===== src/rtl/apb_timer.sv =====
// APB timer/compare peripheral: 8-bit prescaler feeding a 32-bit up-counter that
// restarts on compare match, with periodic/one-shot modes and a sticky match interrupt.
module apb_timer #(
    parameter int ADRW = 12
) (
    input  logic            aclk,
    input  logic            areset,
    input  logic            psel,
    input  logic            penable,
    input  logic [ADRW-1:0] paddr,
    input  logic            pwrite,
    input  logic [31:0]     pwdata,
    output logic [31:0]     prdata,
    output logic            pready,
    output logic            irq
);

    localparam logic [ADRW-3:0] W_CTRL   = (ADRW-2)'(0);
    localparam logic [ADRW-3:0] W_COUNT  = (ADRW-2)'(1);
    localparam logic [ADRW-3:0] W_CMP    = (ADRW-2)'(2);
    localparam logic [ADRW-3:0] W_STATUS = (ADRW-2)'(3);

    logic        r_en;
    logic        r_oneshot;
    logic        r_irqen;
    logic [7:0]  r_presc;
    logic [7:0]  r_pcnt;
    logic [31:0] r_count;
    logic [31:0] r_cmp;
    logic        r_match;

    logic            w_acc;
    logic            w_wr;
    logic            w_rd;
    logic [ADRW-3:0] w_word;
    logic            w_wr_ctrl;
    logic            w_wr_count;
    logic            w_wr_cmp;
    logic            w_wr_status;
    logic            w_tick;
    logic            w_hit;
    logic            w_unused;

    assign w_acc       = psel & penable;
    assign w_wr        = w_acc & pwrite;
    assign w_rd        = w_acc & ~pwrite;
    assign w_word      = paddr[ADRW-1:2];
    assign w_unused    = ^paddr[1:0];

    assign w_wr_ctrl   = w_wr & (w_word == W_CTRL);
    assign w_wr_count  = w_wr & (w_word == W_COUNT);
    assign w_wr_cmp    = w_wr & (w_word == W_CMP);
    assign w_wr_status = w_wr & (w_word == W_STATUS);

    // A COUNT write in the same cycle suppresses the match; compare uses the pre-edge CMP.
    assign w_tick      = r_en & (r_pcnt == r_presc);
    assign w_hit       = w_tick & (r_count == r_cmp) & ~w_wr_count;

    always_ff @(posedge aclk) begin
        if (areset) begin
            r_en      <= 1'b0;
            r_oneshot <= 1'b0;
            r_irqen   <= 1'b0;
            r_presc   <= '0;
        end else if (w_wr_ctrl) begin
            r_en      <= pwdata[0];
            r_oneshot <= pwdata[1];
            r_irqen   <= pwdata[2];
            r_presc   <= pwdata[15:8];
        end else if (w_hit & r_oneshot) begin
            r_en      <= 1'b0;
        end
    end

    always_ff @(posedge aclk) begin
        if (areset || w_wr_ctrl || !r_en || w_tick) begin
            r_pcnt <= '0;
        end else begin
            r_pcnt <= r_pcnt + 8'd1;
        end
    end

    always_ff @(posedge aclk) begin
        if (areset) begin
            r_count <= '0;
        end else if (w_wr_count) begin
            r_count <= pwdata;
        end else if (w_hit) begin
            r_count <= '0;
        end else if (w_tick) begin
            r_count <= r_count + 32'd1;
        end
    end

    always_ff @(posedge aclk) begin
        if (areset) begin
            r_cmp <= '0;
        end else if (w_wr_cmp) begin
            r_cmp <= pwdata;
        end
    end

    // Set has priority over a simultaneous write-1-to-clear.
    always_ff @(posedge aclk) begin
        if (areset) begin
            r_match <= 1'b0;
        end else if (w_hit) begin
            r_match <= 1'b1;
        end else if (w_wr_status & pwdata[0]) begin
            r_match <= 1'b0;
        end
    end

    always_comb begin
        prdata = '0;
        if (w_rd) begin
            case (w_word)
                W_CTRL:   prdata = {16'h0, r_presc, 5'h0, r_irqen, r_oneshot, r_en};
                W_COUNT:  prdata = r_count;
                W_CMP:    prdata = r_cmp;
                W_STATUS: prdata = {31'h0, r_match};
                default:  prdata = '0;
            endcase
        end
    end

    assign pready = 1'b1;
    assign irq    = r_match & r_irqen;

endmodule


===== config.mk =====
export PLATFORM = sky130hd
export DESIGN_NAME = apb_timer
export DESIGN_NICKNAME = d
export VERILOG_FILES = /design/src/rtl/apb_timer.sv
export SDC_FILE = /design/constraint.sdc
export NUM_CORES = 1
export LEC_CHECK = 0
export CAP_MARGIN = 5
export CORE_UTILIZATION = 35
export CTS_CLUSTER_SIZE = 28
export DETAILED_ROUTE_END_ITERATION = 12
export GPL_TIMING_DRIVEN = 1
export SYNTH_ARGS = -nofsm -noshare
export SYNTH_HDL_FRONTEND = slang
export SYNTH_SLANG_ARGS = --single-unit
export TNS_END_PERCENT = 50

===== constraint.sdc =====
create_clock -name aclk -period 2 [get_ports aclk]
set_input_delay 0.4 -clock aclk [delete_from_list [all_inputs] [get_ports aclk]]
set_output_delay 0.4 -clock aclk [all_outputs]
set_load 0.1 [all_outputs]

; After elaboration in Yosys (flattened, before gate mapping)
; Cells that the tools add are included.
[totals]
inputBits = 49
output_inout_bits = 34
reg_bits = 84
[classes]
n_bitwise = 15
muxes = 9
n_eq_ne = 5
addsub = 2
reduce_logical = 8
[ops]
columns = op, count
row1 = 32-bit two-way mux, 4
row2 = 32-bit case mux with 4 select lines, 1
row3 = 32-bit by 1-bit adder with 32-bit output (second input constant), 1
row4 = 32-bit equality test, 1
row5 = 10-bit by 2-bit equality test with 1-bit output (second input constant), 2
row6 = 1-bit AND, 13
row7 = 10-bit by 1-bit equality test with 1-bit output (second input constant), 1
row8 = 10-bit logical NOT, 1
row9 = 8-bit by 1-bit adder with 8-bit output (second input constant), 1
row10 = 8-bit equality test, 1
row11 = 1-bit two-way mux, 4
row12 = 2-bit nonzero test, 2
row13 = 1-bit logical OR, 3
row14 = 3-bit nonzero test, 1
row15 = 1-bit inverter, 2
row16 = 1-bit logical NOT, 1

; Longest topological paths before layout
[depth]
ltp_word = 8
depth_mapped = 8
ltp_nobuf = 7

; Worst setup path before layout
; Ideal clock, no wire load.
[synth_path]
path_kind = input -> output
from = input port paddr[5]
to = output port prdata[10]
required_time_ns = 1.600
path_buffers = 2
arrival_ns = 2.874
stages = 6
slack_ns = -1.274
cell_sequence = nor4_1 nand2_1 or3_1 clkbuf_1 clkbuf_1 nor2_1
[synth_between]
elab_chain_len = 3
word_cells_on_any_way = 6
[synth_rtl]
columns = item, line_no
row1 = start: declaration, 10  ; input logic [ADRW-1:0] paddr,
row2 = "10-bit by 2-bit equality test with 1-bit output, or another cell as far along", 117  ; case (w_word)
row3 = 32-bit case mux with 4 select lines *, 117
row4 = 32-bit two-way mux *, 116  ; if (w_rd) begin
row5 = end: declaration, 13  ; output logic [31:0] prdata,
; Every way passes the cells marked *; elsewhere a longest branch is shown, timed or not.

; Worst setup path in the final report
[layout_path]
from = input port paddr[4]
to = output port prdata[7]
; Same word-level chain as after synthesis.

==> flow_metrics.env <==
export IMPL_status="finished, violations left"
export IMPL_violations="setup timing"
export IMPL_syn_area_um2=4900
export IMPL_final_nets=867
export IMPL_crit_required_ns=1.60
export IMPL_grt_pass1_vias=5468
export IMPL_drv_slew=0
export IMPL_cts_tree="built"
export IMPL_power_density_nw_per_um2=436
export IMPL_crit_slowest_cell="or3_4"
export IMPL_route_detailed_drc=0
export IMPL_p_leak_nw=2.73
export IMPL_irDropWorstVdd_mv=0.289
export IMPL_cp_common_cell="buf_12"
export IMPL_period_share_pct=116
export IMPL_final_cell_mix="110 x nand2_1, 93 x buf_4, 74 x dfxtp_1"
export IMPL_coreArea_um2=13500
export IMPL_worstSetupStartpointType="input port"
export IMPL_ctsHoldBuffers=0
export IMPL_fill_cells=1168
export IMPL_synth_top_area_cell="dfxtp_1"
export IMPL_clock_sinks=84
export IMPL_ys_ff_latch=84
export IMPL_layout_drive_gt1_share_pct=37.2
export IMPL_rsz0062_at_grt="yes"
export IMPL_clk_latency_ns=0.34
export IMPL_clk_pin_slew_ns=0.07
export IMPL_synth_cell_type_count=45
export IMPL_ant_nets=0
export IMPL_path_cells="buf_6, nor4_4, nand2_2, or3_4, buf_12, buf_16, nor2_4, buf_12"
export IMPL_gp_congestion=0.931
export IMPL_hold_viol=0
export IMPL_start_util_pct=36.5
export IMPL_drv_cap=0
export IMPL_grt_pass1_wl_mm=29.4
export IMPL_post_dp_cell_area_um2=7190
export IMPL_syn2layout_area_growth_pct=67.8
export IMPL_crit_type="input port to primary output"
export IMPL_worstSetupEndpointType="primary output"
export IMPL_die_w_um=120
export IMPL_path_buf_inv=4
export IMPL_num_vias=5657
export IMPL_drt_initial_drc_count=466
export IMPL_die_y_um=120
export IMPL_grt_ovfl_total=0
export IMPL_cts_path_max_buffers=2
export IMPL_antenna_cells=0
export IMPL_yosys_area_top_type_share_pct=34.3
export IMPL_cpPeakStageDelay_ns=0.37
export IMPL_syn_nets=712
export IMPL_portBuffers=79
export IMPL_skew_ns=0.00897
export IMPL_post_drt_wl_per_cell_um=19.0
export IMPL_avgSynthCellArea_um2=7.42
export IMPL_final_util_pct=61.2
export IMPL_crit_arrival_ns=1.93
export IMPL_grt_max_degree=38
export IMPL_place_hpwl_mm=12.9
export IMPL_fmax_mhz=430
export IMPL_cts_buffers=9
export IMPL_layout_commonest_cell="nand2_1"
export IMPL_fin_crit_ns=2.33
export IMPL_seq_area_frac_synth_pct=34.3
export IMPL_ys_top_cells_by_area="dfxtp_1 34%, xnor2_1 9.3%, nand2_1 8.9%, a21oi_1 6.5%, nor2_1 4.8%"
export IMPL_root_buffer="clkbuf_16"
export IMPL_wl_mm=18.9
export IMPL_tightest_slew_ns=0.512
export IMPL_grt_use_total_pct=26.4
export IMPL_min_path_type="register to register"
export IMPL_die_area_um2=14500
export IMPL_stdcell_area_um2=8230
export IMPL_h_tree_depth=3
export IMPL_antenna_found_initial=0
export IMPL_finalWorstSetupSlack_ns=-0.328
export IMPL_io_pins=83
export IMPL_max_slew_margin_pct=65.8
export IMPL_crit_family="simple AND/OR/NAND/NOR gates"
export IMPL_critical_path_max_fanout=8
export IMPL_syn_instance_count=661
export IMPL_dr_pass1_iters=5
export IMPL_vias_per_cell=5.68
export IMPL_setup_viol=109
export IMPL_rows=42
export IMPL_ys_warnings_count=0
flip-flops by register name, indices dropped and copies added, names as in the netlist:
register   cells
r_cmp         32
r_count       32
r_pcnt         8
r_presc        8
r_en           1
r_irqen        1
r_match        1
r_oneshot      1
final cells by class:
| type | instances | area [um2] | area share (%) |
|---|---|---|---|
| Multi-Input combinational cell | 514 | 3660 | 44.5 |
| Timing Repair Buffer | 201 | 2330 | 28.3 |
| Sequential cell | 84 | 1700 | 20.7 |
| Clock buffer | 10 | 239 | 2.90 |
| Tap cell | 176 | 220 | 2.68 |
| Clock inverter | 5 | 52.6 | 0.639 |
| Inverter | 6 | 22.5 | 0.274 |
stage by stage:
| step | setup slack, ns | setup TNS, ns | hold slack [ns] | total power (W) | cells |
|---|---|---|---|---|---|
| floorplan | -0.413 | -12.92 | 0.440 | 0.00177 | 661 |
| global route | -0.391 | -24.46 | 0.495 | 0.00368 | 996 |
| CTS | -0.311 | -11.22 | 0.465 | 0.00359 | 994 |
| detailed placement | -0.663 | -63.31 | 0.458 | 0.00192 | 965 |
| finish | -0.328 | -16.30 | 0.465 | 0.00359 | 996 |
| global placement | -0.597 | -54.42 | 0.458 | 0.00192 | 965 |
tightest hold or removal path, stage by stage, from the launching register on:
cell,delay [ns]
dfxtp_1,0.32
nand2_1,0.05
a21oi_1,0.05
report_power, final:
| part | switching, W | internal [W] | leakage, nW |
|---|---|---|---|
| registers | 0.000000204 | 0.00167 | 0.682 |
| logic | 0.000124 | 0.000113 | 1.91 |
| clock network | 0.000695 | 0.000988 | 0.144 |
| total | 0.000819 | 0.00277 | 2.73 |
cells in the mapped netlist (all sizes together):
cell type,n
o2111ai,1
conb,1
o41ai,1
ha,2
or4,2
nor4,10
inv,6
clkbuf,52
nand3,29
mux2i,10
mux4,1
nand2,116
nor2,63
xor2,14
or4b,1
a41oi,1
nor2b,2
nand2b,1
a2111oi,1
buf,5
a211oi,8
nor4b,1
o21bai,1
and2,7
a21oi,64
xnor2,52
a22oi,30
nor3,18
or3,4
and4,3
or2,2
a31oi,8
dfxtp,84
o21a,1
o211ai,10
and3,9
nand4,28
o31ai,3
o21ai,9
routing by layer:
| metal | share of wire [%] | routed length (um) | vias up | GRT usage [%] |
|---|---|---|---|---|
| li1 | - | - | 2629 | - |
| met1 | 42 | 7960 | 2742 | 34.1 |
| met2 | 47 | 8980 | 250 | 42.7 |
| met3 | 8.1 | 1530 | 36 | 5.52 |
| met4 | 2.4 | 457 | 0 | 10.8 |
| met5 | 0 | 0 | - | 0 |
what timing repair did:
action / 4_1_cts / 5_1_grt
endpoints found under the hold margin: 0 / 0
buffers inserted: 9 / 2
gates resized for setup: 112 / 50
cloned: 5 / 1
pin swaps: 17 / 12
endpoints found under the setup margin: 116 / 116
cell families after synthesis:
logic type      after synthesis  share of synthesized area [%]
other cells                   1                         0.0765
buf+inv                      63                           4.97
flops                        84                           34.3
xor+xnor                     66                           11.8
fa+ha+maj                     2                          0.510
compound gates              138                           17.8
mux                          11                           2.50
simple gates                296                           28.1
path summary, 6_finish.rpt:
kind         slack (ns)  cells past startpoint          end       start
min                0.46                      2      r_irqen     r_irqen
min reg2reg        0.46                      2      r_irqen     r_irqen
max reg2reg       -0.05                      9  r_count[26]  r_count[1]
max               -0.33                      8    prdata[7]    paddr[4]
Note: power is estimated with default switching activity, not from simulation.
